### src/rtl/vga_pkg.sv
// Shared framebuffer definitions used by the arbiter, timing generator and drawing engine.
package vga_pkg;
  localparam int DATA_W = 12;
  localparam int ADDR_W = 17;
  localparam logic [DATA_W-1:0] CLEAR_COLOR = 12'h000;

  typedef enum logic {CLEAR, RUN} fb_state_e;
endpackage

### src/rtl/vga_wr_fifo.sv
// Write-request buffer: synchronous FIFO with full/empty flags, combinational head.
module vga_wr_fifo #(
  parameter int W     = 29,
  parameter int DEPTH = 4
) (
  input  logic         clk,
  input  logic         reset,
  input  logic         push,
  input  logic         pop,
  input  logic [W-1:0] din,
  output logic [W-1:0] dout,
  output logic         full,
  output logic         empty
);
  localparam int PW = (DEPTH > 1) ? $clog2(DEPTH) : 1;

  logic [W-1:0] mem [DEPTH];
  logic [PW:0]  wr_ptr, rd_ptr;
  logic         do_push, do_pop;

  // Extra pointer bit separates full from empty when the indices match.
  assign empty   = (wr_ptr == rd_ptr);
  assign full    = (wr_ptr[PW] != rd_ptr[PW]) && (wr_ptr[PW-1:0] == rd_ptr[PW-1:0]);
  assign dout    = mem[rd_ptr[PW-1:0]];
  assign do_push = push && !full;
  assign do_pop  = pop && !empty;

  always_ff @(posedge clk) begin
    if (!reset) begin
      wr_ptr <= '0;
      rd_ptr <= '0;
    end else begin
      if (do_push) wr_ptr <= wr_ptr + 1'b1;
      if (do_pop)  rd_ptr <= rd_ptr + 1'b1;
    end
  end

  always_ff @(posedge clk) begin
    if (do_push) mem[wr_ptr[PW-1:0]] <= din;
  end
endmodule

### src/rtl/vga_fb_arbiter.sv
// Single-port framebuffer arbiter: scan-out reads first, then post-reset clear, then buffered writes.
module vga_fb_arbiter #(
  parameter int                DATA_W       = vga_pkg::DATA_W,
  parameter int                ADDR_W       = vga_pkg::ADDR_W,
  parameter int                DEPTH        = 76800,
  parameter int                FIFO_DEPTH   = 4,
  parameter logic [DATA_W-1:0] CLEAR_COLOR  = vga_pkg::CLEAR_COLOR,
  parameter int                STARVE_LIMIT = 1024
) (
  input  logic              clk,
  input  logic              reset,
  input  logic              rd_req,
  input  logic [ADDR_W-1:0] rd_addr,
  output logic [DATA_W-1:0] rd_data,
  output logic              rd_valid,
  input  logic              wr_valid,
  output logic              wr_ready,
  input  logic [ADDR_W-1:0] wr_addr,
  input  logic [DATA_W-1:0] wr_data,
  output logic              mem_en,
  output logic              mem_we,
  output logic [ADDR_W-1:0] mem_addr,
  output logic [DATA_W-1:0] mem_wdata,
  input  logic [DATA_W-1:0] mem_rdata,
  output logic              busy_clear,
  output logic              wr_starved
);
  import vga_pkg::*;

  localparam int                STAGES  = 1;
  localparam int                FW      = ADDR_W + DATA_W;
  localparam logic [ADDR_W:0]   DEPTH_X = (ADDR_W+1)'(DEPTH);
  localparam logic [ADDR_W-1:0] LAST    = ADDR_W'(DEPTH - 1);
  localparam int                SC_W    = $clog2(STARVE_LIMIT + 1);
  localparam logic [SC_W-1:0]   SLIM    = SC_W'(STARVE_LIMIT);

  fb_state_e         state, state_nx;
  logic [ADDR_W-1:0] clr_ptr;
  logic              clr_inc, pop, push;
  logic              fifo_full, fifo_empty;
  logic [FW-1:0]     head;
  logic [ADDR_W-1:0] head_addr;
  logic [DATA_W-1:0] head_data;
  logic              rd_inr, head_inr;
  logic [STAGES:0]   vld_pipe;
  logic              inr_q;
  logic [SC_W-1:0]   starve_cnt, starve_nx;

  vga_wr_fifo #(.W(FW), .DEPTH(FIFO_DEPTH)) u_fifo (
    .clk   (clk),
    .reset (reset),
    .push  (push),
    .pop   (pop),
    .din   ({wr_addr, wr_data}),
    .dout  (head),
    .full  (fifo_full),
    .empty (fifo_empty)
  );

  assign head_addr  = head[FW-1:DATA_W];
  assign head_data  = head[DATA_W-1:0];
  assign rd_inr     = ({1'b0, rd_addr} < DEPTH_X);
  assign head_inr   = ({1'b0, head_addr} < DEPTH_X);
  // A pop this cycle does not free a slot for this cycle's push.
  assign wr_ready   = reset && (state == RUN) && !fifo_full;
  assign push       = wr_valid && wr_ready;
  assign busy_clear = (state == CLEAR);
  assign rd_valid   = vld_pipe[STAGES];

  always_ff @(posedge clk) begin
    if (!reset) state <= CLEAR;
    else        state <= state_nx;
  end

  always_comb begin
    state_nx  = state;
    mem_en    = 1'b0;
    mem_we    = 1'b0;
    mem_addr  = rd_addr;
    mem_wdata = head_data;
    pop       = 1'b0;
    clr_inc   = 1'b0;
    if (!reset) begin
      state_nx = CLEAR;
    end else if (rd_req) begin
      mem_en = rd_inr;
    end else if (state == CLEAR) begin
      mem_en    = 1'b1;
      mem_we    = 1'b1;
      mem_addr  = clr_ptr;
      mem_wdata = CLEAR_COLOR;
      clr_inc   = 1'b1;
      if (clr_ptr == LAST) state_nx = RUN;
    end else if (!fifo_empty) begin
      // Out-of-range entries are retired without touching memory.
      pop      = 1'b1;
      mem_en   = head_inr;
      mem_we   = head_inr;
      mem_addr = head_addr;
    end
  end

  always_ff @(posedge clk) begin
    if (!reset)       clr_ptr <= '0;
    else if (clr_inc) clr_ptr <= clr_ptr + 1'b1;
  end

  // Out-of-range reads still return a result, forced to zero.
  always_ff @(posedge clk) begin
    if (!reset) begin
      vld_pipe <= '0;
      inr_q    <= 1'b0;
      rd_data  <= '0;
    end else begin
      vld_pipe <= {vld_pipe[STAGES-1:0], rd_req};
      inr_q    <= rd_inr;
      if (vld_pipe[STAGES-1]) rd_data <= inr_q ? mem_rdata : '0;
    end
  end

  always_comb begin
    starve_nx = starve_cnt;
    if (pop)                                             starve_nx = '0;
    else if (rd_req && !fifo_empty && starve_cnt != SLIM) starve_nx = starve_cnt + 1'b1;
  end

  always_ff @(posedge clk) begin
    if (!reset) begin
      starve_cnt <= '0;
      wr_starved <= 1'b0;
    end else begin
      starve_cnt <= starve_nx;
      if (starve_nx == SLIM) wr_starved <= 1'b1;
    end
  end
endmodule

### config.mk
export PLATFORM = sky130hd
export DESIGN_NAME = vga_fb_arbiter
export DESIGN_NICKNAME = d
export VERILOG_FILES = /design/src/rtl/vga_pkg.sv /design/src/rtl/vga_wr_fifo.sv /design/src/rtl/vga_fb_arbiter.sv
export SDC_FILE = /design/constraint.sdc
export NUM_CORES = 1
export LEC_CHECK = 0
export BUFFER_PORTS_ARGS = -buffer_cell sky130_fd_sc_hd__buf_2
export CORE_ASPECT_RATIO = 1.5
export CORE_MARGIN = 4
export CORE_UTILIZATION = 60
export DETAILED_ROUTE_END_ITERATION = 6
export HOLD_SLACK_MARGIN = 0.05
export PLACE_DENSITY_LB_ADDON = 0.15
export SLEW_MARGIN = 10
export SYNTH_ARGS = -nofsm -noshare
export SYNTH_HDL_FRONTEND = slang
export SYNTH_SLANG_ARGS = --single-unit
### constraint.sdc
create_clock -name clk -period 5.2 [get_ports clk]
set_clock_uncertainty 0.05 [all_clocks]
set_input_delay 0.52 -clock clk [delete_from_list [all_inputs] [get_ports clk]]
set_output_delay 0.52 -clock clk [all_outputs]
set_load 0.05 [all_outputs]
==> results.env, run 1 <==
GRT_PASS1_WL_MM=23.3
CTS_TREE='done'
YS.WARNINGS.COUNT=0
CTS.PATH.MAX_BUFFERS=2
ANTENNA_DIODES=0
TIMING.REG2REG.WORST_PATH_DEPTH=6
TIMING.SETUP.CRITICAL_PATH_CLASS='register to output port'
RSZ0062_AT_GRT='no'
HTREE_DEPTH=4
GP_CONGESTION=0.820
WORST_SLEW_PIN_SLEW_NS=1.22
GRT-OVFL-TOTAL=0
SYNTHESIZED_NETLIST_NET_COUNT=582
HOLD_FIX_BUFFERS_AT_CTS=0
GRT_USAGE_PCT=21.8
SYNTH_TOP_CELL_AREA_SHARE_PCT=48.3
CTS.SINKS=169
NUMBER_OF_GLOBAL_ROUTE_VIAS_BEFORE_REPAIR=4589
CRIT_PATH_MAX_FANOUT=29
DRT_ITER0_MARKERS=294
TIMING.CRITICAL_PATH.CELLS='mux4_2 -> a21oi_1 -> nor2b_1 -> o31ai_1 -> a21o_1 -> a21o_1 -> buf_2'
YS.FLOP_TYPE='edfxtp_1'
CP_DATA_REQUIRED_TIME_NS=4.63
IO_PINS=109
DRT.ANTENNA.VIOLATING_NETS=0
CRITICAL-PATH-MAX-STAGE-DELAY_NS=1.03
FP.DIEAREA_MM2=0.0139
MAX_FREQ_MHz=277
LAYOUT_SETUP_WS_NS=1.59
MAX_SLEW_MARGIN_PCT=18.7
POWER_DENSITY_mW_PER_MM2=322
PEAKVDDDROP_mV=0.333
CP.BUFFERS_INVERTERS=1
POST-PLACE-WS_NS=1.76
CLKTRANSATPATHREGS_NS=0.06
SYN-CELL-AREA_MM2=0.00721
YOSYSUNIQUECELLTYPES=44
CTS_ROOT_BUFFER='clkbuf_16'
CRITPATHLAUNCHTYPE='register'
REGTOREGSTARTPOINT='u_fifo.wr_ptr[0]'
REG2REG_SLACK_NS=2.43
YS_SEQ_AREA_SHARE_PCT=63.0
WIRELENGTH_MM=14.2
MIN_PATH_CELLS=1
ROUTE.DETAILED.WL_PER_INST_UM=18.2
R2R_END='wr_starved'
HOLD_START='wr_data[10]'
RUN_STATUS='complete, no violations'
DIE_HEIGHT_UM=142
VIA_PER_INST=5.70
TIMING.FINAL.HOLD_VIOLATIONS=0
CRIT_SLOWEST_CELL='dfxtp_2'
BUFFER_PORTS.INSERTED=108
SYNTH_TOP_CELL_BY_AREA='edfxtp_1'
LAYOUT_CELLS_SIZED_ABOVE_1_PCT=29.1
CP_DATA_ARRIVAL_TIME_NS=3.04
CLKLATENCYLATEPIN_NS=0.42
DRT_DRC_VIOLATIONS_LEFT=0
FINISH_STAGE_SETUP_VIOLS=0
FP.COREAREA_MM2=0.0117
PERIOD_SHARE_PCT=69.4
NUM_VIAS=4432
SYNTH.AVG_CELL_AREA_UM2=14.1
TIMING.HOLD.WORST.CLASS='primary input to register'
CTS_RESIZED=0
CAP_VIOLATIONS=0
FRACTION_OF_SYNTHESIS_FLOPS_USING_AN_ASYNCHRONOUS_SET_OR_RESET_PIN_PCT=0
YS_TOP_CELLS_BY_AREA='edfxtp_1 (48%), dfxtp_1 (15%), mux4_2 (9.1%), nor2b_1 (3.6%), mux2i_1 (2.8%)'
PLACED_AREA_MM2=0.00784
NATURE_OF_THE_CRITICAL_PATH_ENDPOINT='output port'
LAYOUT.CELL_AREA.NON_FILLER_MM2=0.00837
GRT_MAX_DEGREE=52
ANTENNA_FOUND_INITIAL=0
SYNTH-EDFF-COUNT=116
FINAL_NETS=685
SYNTH_CELLS=512
TOTAL_CLOCK_BUFFERS_CREATED_BY_CTS=17
FILLERINSTANCES=815
WORST_HOLD_PATH.ENDPOINT='u_fifo.mem[0][10]'
INITIAL_UTILIZATION_PCT=61.9
POST-ROUTE-UTIL_PCT=71.9
DRTPASS1ITERATIONS=4
LAYOUT_MIN_CYCLE_TIME_NS=3.61
SETUP_TOTAL_NEGATIVE_SLACK_NS=0
CRITICAL_PATH.MOST_COMMON_CELL='a21o_1'
TIMING_MAX_TRANSITION_VIOLATIONS_FINAL=0
DP_HPWL_MM=9.41
P_LEAK_uW=0.00296
CTS.REPAIR_TIMING.SETUP_BUFFER_COUNT=0
PLACEMENTROWS=48
SYNTH-SEQ-CELLS=169
CP_TOP_FAMILY='flip-flops'
POST-LAYOUT-TOTAL-POWER_uW=2700
SYNTHTOLAYOUTAREAGROWTH_PCT=16.2
DIE_X_UM=97.5
cell type report:
class	instances	area, um2	area share (%)
repair buffers	110	556	6.63
flip-flops and latches	169	4550	54.3
inverters	7	26.3	0.314
well taps	150	188	2.24
clock inverters	12	93.8	1.12
clock buffers	20	437	5.21
multi-input cells	310	2530	30.2
where the power goes:
part / total [uW] / internal [uW] / switching, uW
clock network: 1120 / 614 / 504
logic: 138 / 40.5 / 97.8
registers: 1440 / 1440 / 4.56
sequential cells by signal, summed over array words and instances (netlist names), named ones only:
name           cells
state              1
inr_q              1
u_fifo.wr_ptr      3
wr_starved         1
u_fifo.mem       116
clr_ptr           17
rd_data           12
vld_pipe           2
u_fifo.rd_ptr      3
starve_cnt        11
layer usage:
layer	GRT usage, %	part of all wire (%)	up-vias
li1	-	-	2106
met1	25.5	40	2168
met2	38.7	53	138
met3	6.08	5.7	20
met4	7.51	1.8	0
met5	0	0	-
cell families after synthesis:
logic type	share of synthesized area, %
compound gates	5.00
flops	63.0
fa+ha+maj	1.39
simple gates	12.9
buf+inv	1.94
mux	11.8
xor+xnor	3.84
cell usage after synthesis, types with 2 or more instances:
| master | count |
|---|---|
| a21boi_1 | 2 |
| a21o_1 | 2 |
| a21oi_1 | 15 |
| a311oi_1 | 2 |
| and2_1 | 24 |
| and3_1 | 10 |
| buf_2 | 7 |
| buf_4 | 2 |
| clkbuf_1 | 17 |
| dfxtp_1 | 53 |
| edfxtp_1 | 116 |
| ha_1 | 8 |
| inv_1 | 6 |
| mux2i_1 | 20 |
| mux4_2 | 29 |
| nand2_1 | 33 |
| nand3_1 | 18 |
| nand4_1 | 8 |
| nand4b_1 | 2 |
| nor2_1 | 16 |
| nor2b_1 | 41 |
| nor3_1 | 5 |
| nor4b_1 | 2 |
| o21ai_0 | 13 |
| o21ai_1 | 12 |
| o31ai_1 | 2 |
| or3_1 | 4 |
| xnor2_1 | 17 |
| xnor2_2 | 3 |
| xor2_1 | 9 |
placed cells by master (no fill, tap or decap), types with 4 or more instances in the layout:
cell	n
clkbuf_16	17
nand4_1	8
and3_2	4
a21oi_1	15
xnor2_1	17
clkinvlp_4	5
dfxtp_1	52
and3_1	6
o21ai_1	12
nor3_1	5
nand2_1	33
nor2_1	16
mux2i_1	20
and2_1	24
or3_1	4
nor2b_1	41
nand3_1	18
inv_1	6
mux4_2	29
o21ai_0	13
ha_1	8
buf_2	108
edfxtp_1	116
xor2_1	9
worst max-delay path by stage:
| stage | end | slack, ns | cells past startpoint |
|---|---|---|---|
| 2_1_floorplan | mem_addr[2] | 2.24 | 5 |
| 5_1_grt | mem_en | 1.30 | 7 |
| 4_1_cts | mem_en | 1.48 | 7 |
| 3_5_place_dp | mem_addr[7] | 1.76 | 5 |
| 6_report | mem_en | 1.59 | 7 |
| 3_3_place_gp | mem_addr[1] | 1.89 | 5 |
through the flow:
stage,cells,hold slack [ns]
4_1_cts,778,0.238
5_1_grt,778,0.247
3_3_place_gp,746,0.396
3_5_place_dp,746,0.410
6_report,778,0.258
2_1_floorplan,512,0.416
worst reg2reg max path, stage by stage (launching register included):
cell and delay (ns):
dfxtp_1 0.45, xnor2_2 0.15, nand3_1 0.21, and3_1 1.00, and2_1 0.38, a31oi_1 0.10
o41ai_2 0.33
(Power assumes the default switching activity.)
==> inputs of run 2 (changes only) <==
--- a/config.mk
+++ b/config.mk
@@ -8,7 +8,7 @@
 export BUFFER_PORTS_ARGS = -buffer_cell sky130_fd_sc_hd__buf_2
 export CORE_ASPECT_RATIO = 1.5
 export CORE_MARGIN = 4
-export CORE_UTILIZATION = 60
+export CORE_UTILIZATION = 57
 export DETAILED_ROUTE_END_ITERATION = 6
 export HOLD_SLACK_MARGIN = 0.05
 export PLACE_DENSITY_LB_ADDON = 0.15
==> constraint.sdc (replaced) <==
create_clock -name clk -period 3.4 [get_ports clk]
set_clock_uncertainty 0.05 [all_clocks]
set_input_delay 0.34 -clock clk [delete_from_list [all_inputs] [get_ports clk]]
set_output_delay 0.34 -clock clk [all_outputs]
set_load 0.05 [all_outputs]
==> run 2 against run 1 <==
Compared with the run above: count of clock-buffer cells in the layout down 3; critical endpoint is now mem_addr[0]; sequential power up 53%; cell area up 2.2%.
==> results.env, run 2 (synthesized netlist as in run 1, its figures left out) <==
RUN_STATUS='complete, no violations'
FINISH_STAGE_SETUP_VIOLS=0
P_LEAK_uW=0.00308
NUM_VIAS=4515
CLKTRANSATPATHREGS_NS=0.07
DPL.CELL_COUNT=761
LOGIC_PWR_SHARE_PCT=5.0
CAP_VIOLATIONS=0
CRITPATHLAUNCH='u_fifo.wr_ptr[1]'
PWR-SHARE-SEQ_PCT=50.3
WORST_SLEW_PIN_SLEW_NS=0.652
CTS_RESIZED=0
PLACEMENTROWS=50
CTS_ROOT_BUFFER='clkbuf_16'
DIE_X_UM=99.8
FP.COREAREA_MM2=0.0124
R2R_END='wr_starved'
POST-PLACE-WS_NS=0.711
LAYOUT_SETUP_WS_NS=0.193
CLKLATENCYLATEPIN_NS=0.42
REG2REG_SLACK_NS=1.16
TIMING.REG2REG.WORST_PATH_DEPTH=6
DRT_DRC_VIOLATIONS_LEFT=0
FIN_CELLS=795
POST-ROUTE-UTIL_PCT=68.7
MOST-COMMON-LAYOUT-CELLS='edfxtp_1 (116), buf_2 (108), dfxtp_1 (52)'
FIN_WORST_HOLD_SLACK_NS=0.0745
PERIOD_SHARE_PCT=94.3
TOTAL_CLOCK_BUFFERS_CREATED_BY_CTS=17
CRIT_PATH_MAX_FANOUT=11
SETUP.WORST_PATH.END='mem_addr[0]'
TIMING.SETUP.CRITICAL_PATH_CLASS='register to output port'
REGTOREGSTARTPOINT='u_fifo.wr_ptr[1]'
MAX_SLEW_MARGIN_PCT=56.3
BUFFER_PORTS.INSERTED=108
CTS.PATH.MAX_BUFFERS=2
NATURE_OF_THE_CRITICAL_PATH_ENDPOINT='output port'
CTS.REPAIR_TIMING.SETUP_BUFFER_COUNT=0
CP_DATA_ARRIVAL_TIME_NS=2.82
FP.DIEAREA_MM2=0.0145
GRT_MAX_DEGREE=56
FILLERINSTANCES=866
IO_PINS=109
DRT.ANTENNA.VIOLATING_NETS=0
LAYOUT_MIN_CYCLE_TIME_NS=3.21
NUMBER_OF_GLOBAL_ROUTE_VIAS_BEFORE_REPAIR=4618
TIMING.HOLD.WORST.CLASS='primary input to register'
SYNTHTOLAYOUTAREAGROWTH_PCT=18.7
VIA_PER_INST=5.68
HTREE_DEPTH=4
DRT_ITER0_MARKERS=274
RSZ0062_AT_GRT='no'
P_INT_uW=3330
GRT-OVFL-TOTAL=0
SETUP_TOTAL_NEGATIVE_SLACK_NS=0
GRT_USAGE_PCT=21.7
CP_DATA_REQUIRED_TIME_NS=3.01
CTS.SINKS=169
WIRELENGTH_MM=15.2
DRTPASS1ITERATIONS=4
POWER_SWITCHING_uW=1060
ROUTE.DETAILED.WL_PER_INST_UM=19.1
FINAL_NETS=694
MAX_FREQ_MHz=312
CTS_TREE='done'
DP_HPWL_MM=10.2
GP_CONGESTION=0.878
PEAKVDDDROP_mV=0.559
POWER_DENSITY_mW_PER_MM2=513
ANTENNA_FOUND_INITIAL=0
GRT_PASS1_WL_MM=24.1
MOSTFREQUENTLAYOUTCELL='edfxtp_1'
SWITCHING_SHARE_PCT=24.1
TIMING.FINAL.HOLD_VIOLATIONS=0
INITIAL_UTILIZATION_PCT=57.9
LARGEST_REGISTER_FF_COUNT=116
HOLD_FIX_BUFFERS_AT_CTS=0
TIMING_MAX_TRANSITION_VIOLATIONS_FINAL=0
PROPORTION_OF_POWER_DRAWN_BY_THE_CLOCK_NETWORK_PCT=44.8
DIE_HEIGHT_UM=146
LAYOUT_CELLS_SIZED_ABOVE_1_PCT=30.1
CRITPATHLAUNCHTYPE='register'
## run 2: cell types whose count changed in the layout (fill, tap and decap cells not counted), sizes merged
cell	change
buf	+9
bufinv	+1
clkbuf	-3
clkinv	+1
clkinvlp	-5
diode	+2
inv	+6
## run 2: worst min-delay path by stage
stage	start	endpoint	cells after the start
detailed placement	wr_starved	wr_starved	2
floorplan	wr_data[0]	u_fifo.mem[0][0]	0
global placement	wr_starved	wr_starved	2
finish	wr_data[3]	u_fifo.mem[3][3]	1
CTS	wr_data[5]	u_fifo.mem[3][5]	1
global route	wr_data[5]	u_fifo.mem[1][5]	1
## run 2: power groups by stage
stage | registers [uW] | clock network, uW | logic (uW)
floorplan | 2260 | 0 | 119
global placement | 2250 | 0 | 211
detailed placement | 2250 | 0 | 216
CTS | 2210 | 1990 | 218
global route | 2210 | 2080 | 232
finish | 2210 | 1970 | 218
## run 2: final cells by class
class | count | area, um2 | share of cell area (%)
Antenna cell | 2 | 5.00 | 0.0585
Clock buffer | 17 | 425 | 4.97
Clock inverter | 15 | 198 | 2.31
Inverter | 7 | 26.3 | 0.307
Multi-Input combinational cell | 310 | 2520 | 29.5
Sequential cell | 169 | 4550 | 53.1
Tap cell | 156 | 195 | 2.28
Timing Repair Buffer | 119 | 636 | 7.43
## run 2: layer usage
metal | track usage [%] | wire length [um] | vias up
met3 | 5.66 | 986 | 33
met5 | 0 | 0 | -
met4 | 8.13 | 397 | 0
met2 | 38.2 | 8160 | 139
met1 | 24.9 | 5620 | 2215
li1 | - | - | 2128
## run 2: worst max-delay path, stage by stage (launching register included)
cell and delay, ns:
dfxtp_1 0.46, xnor2_2 0.16, nand3_1 0.21, and3_1 0.49, buf_4 0.34, mux2i_1 0.12
o21ai_0 0.28, buf_2 0.33
## run 2: through the flow
stage | instance area [um2] | power (uW)
after floorplan | 7210 | 2380
after global placement | 7930 | 2460
after detailed placement | 7930 | 2470
after CTS | 8550 | 4410
after global routing | 8550 | 4520
final | 8550 | 4390
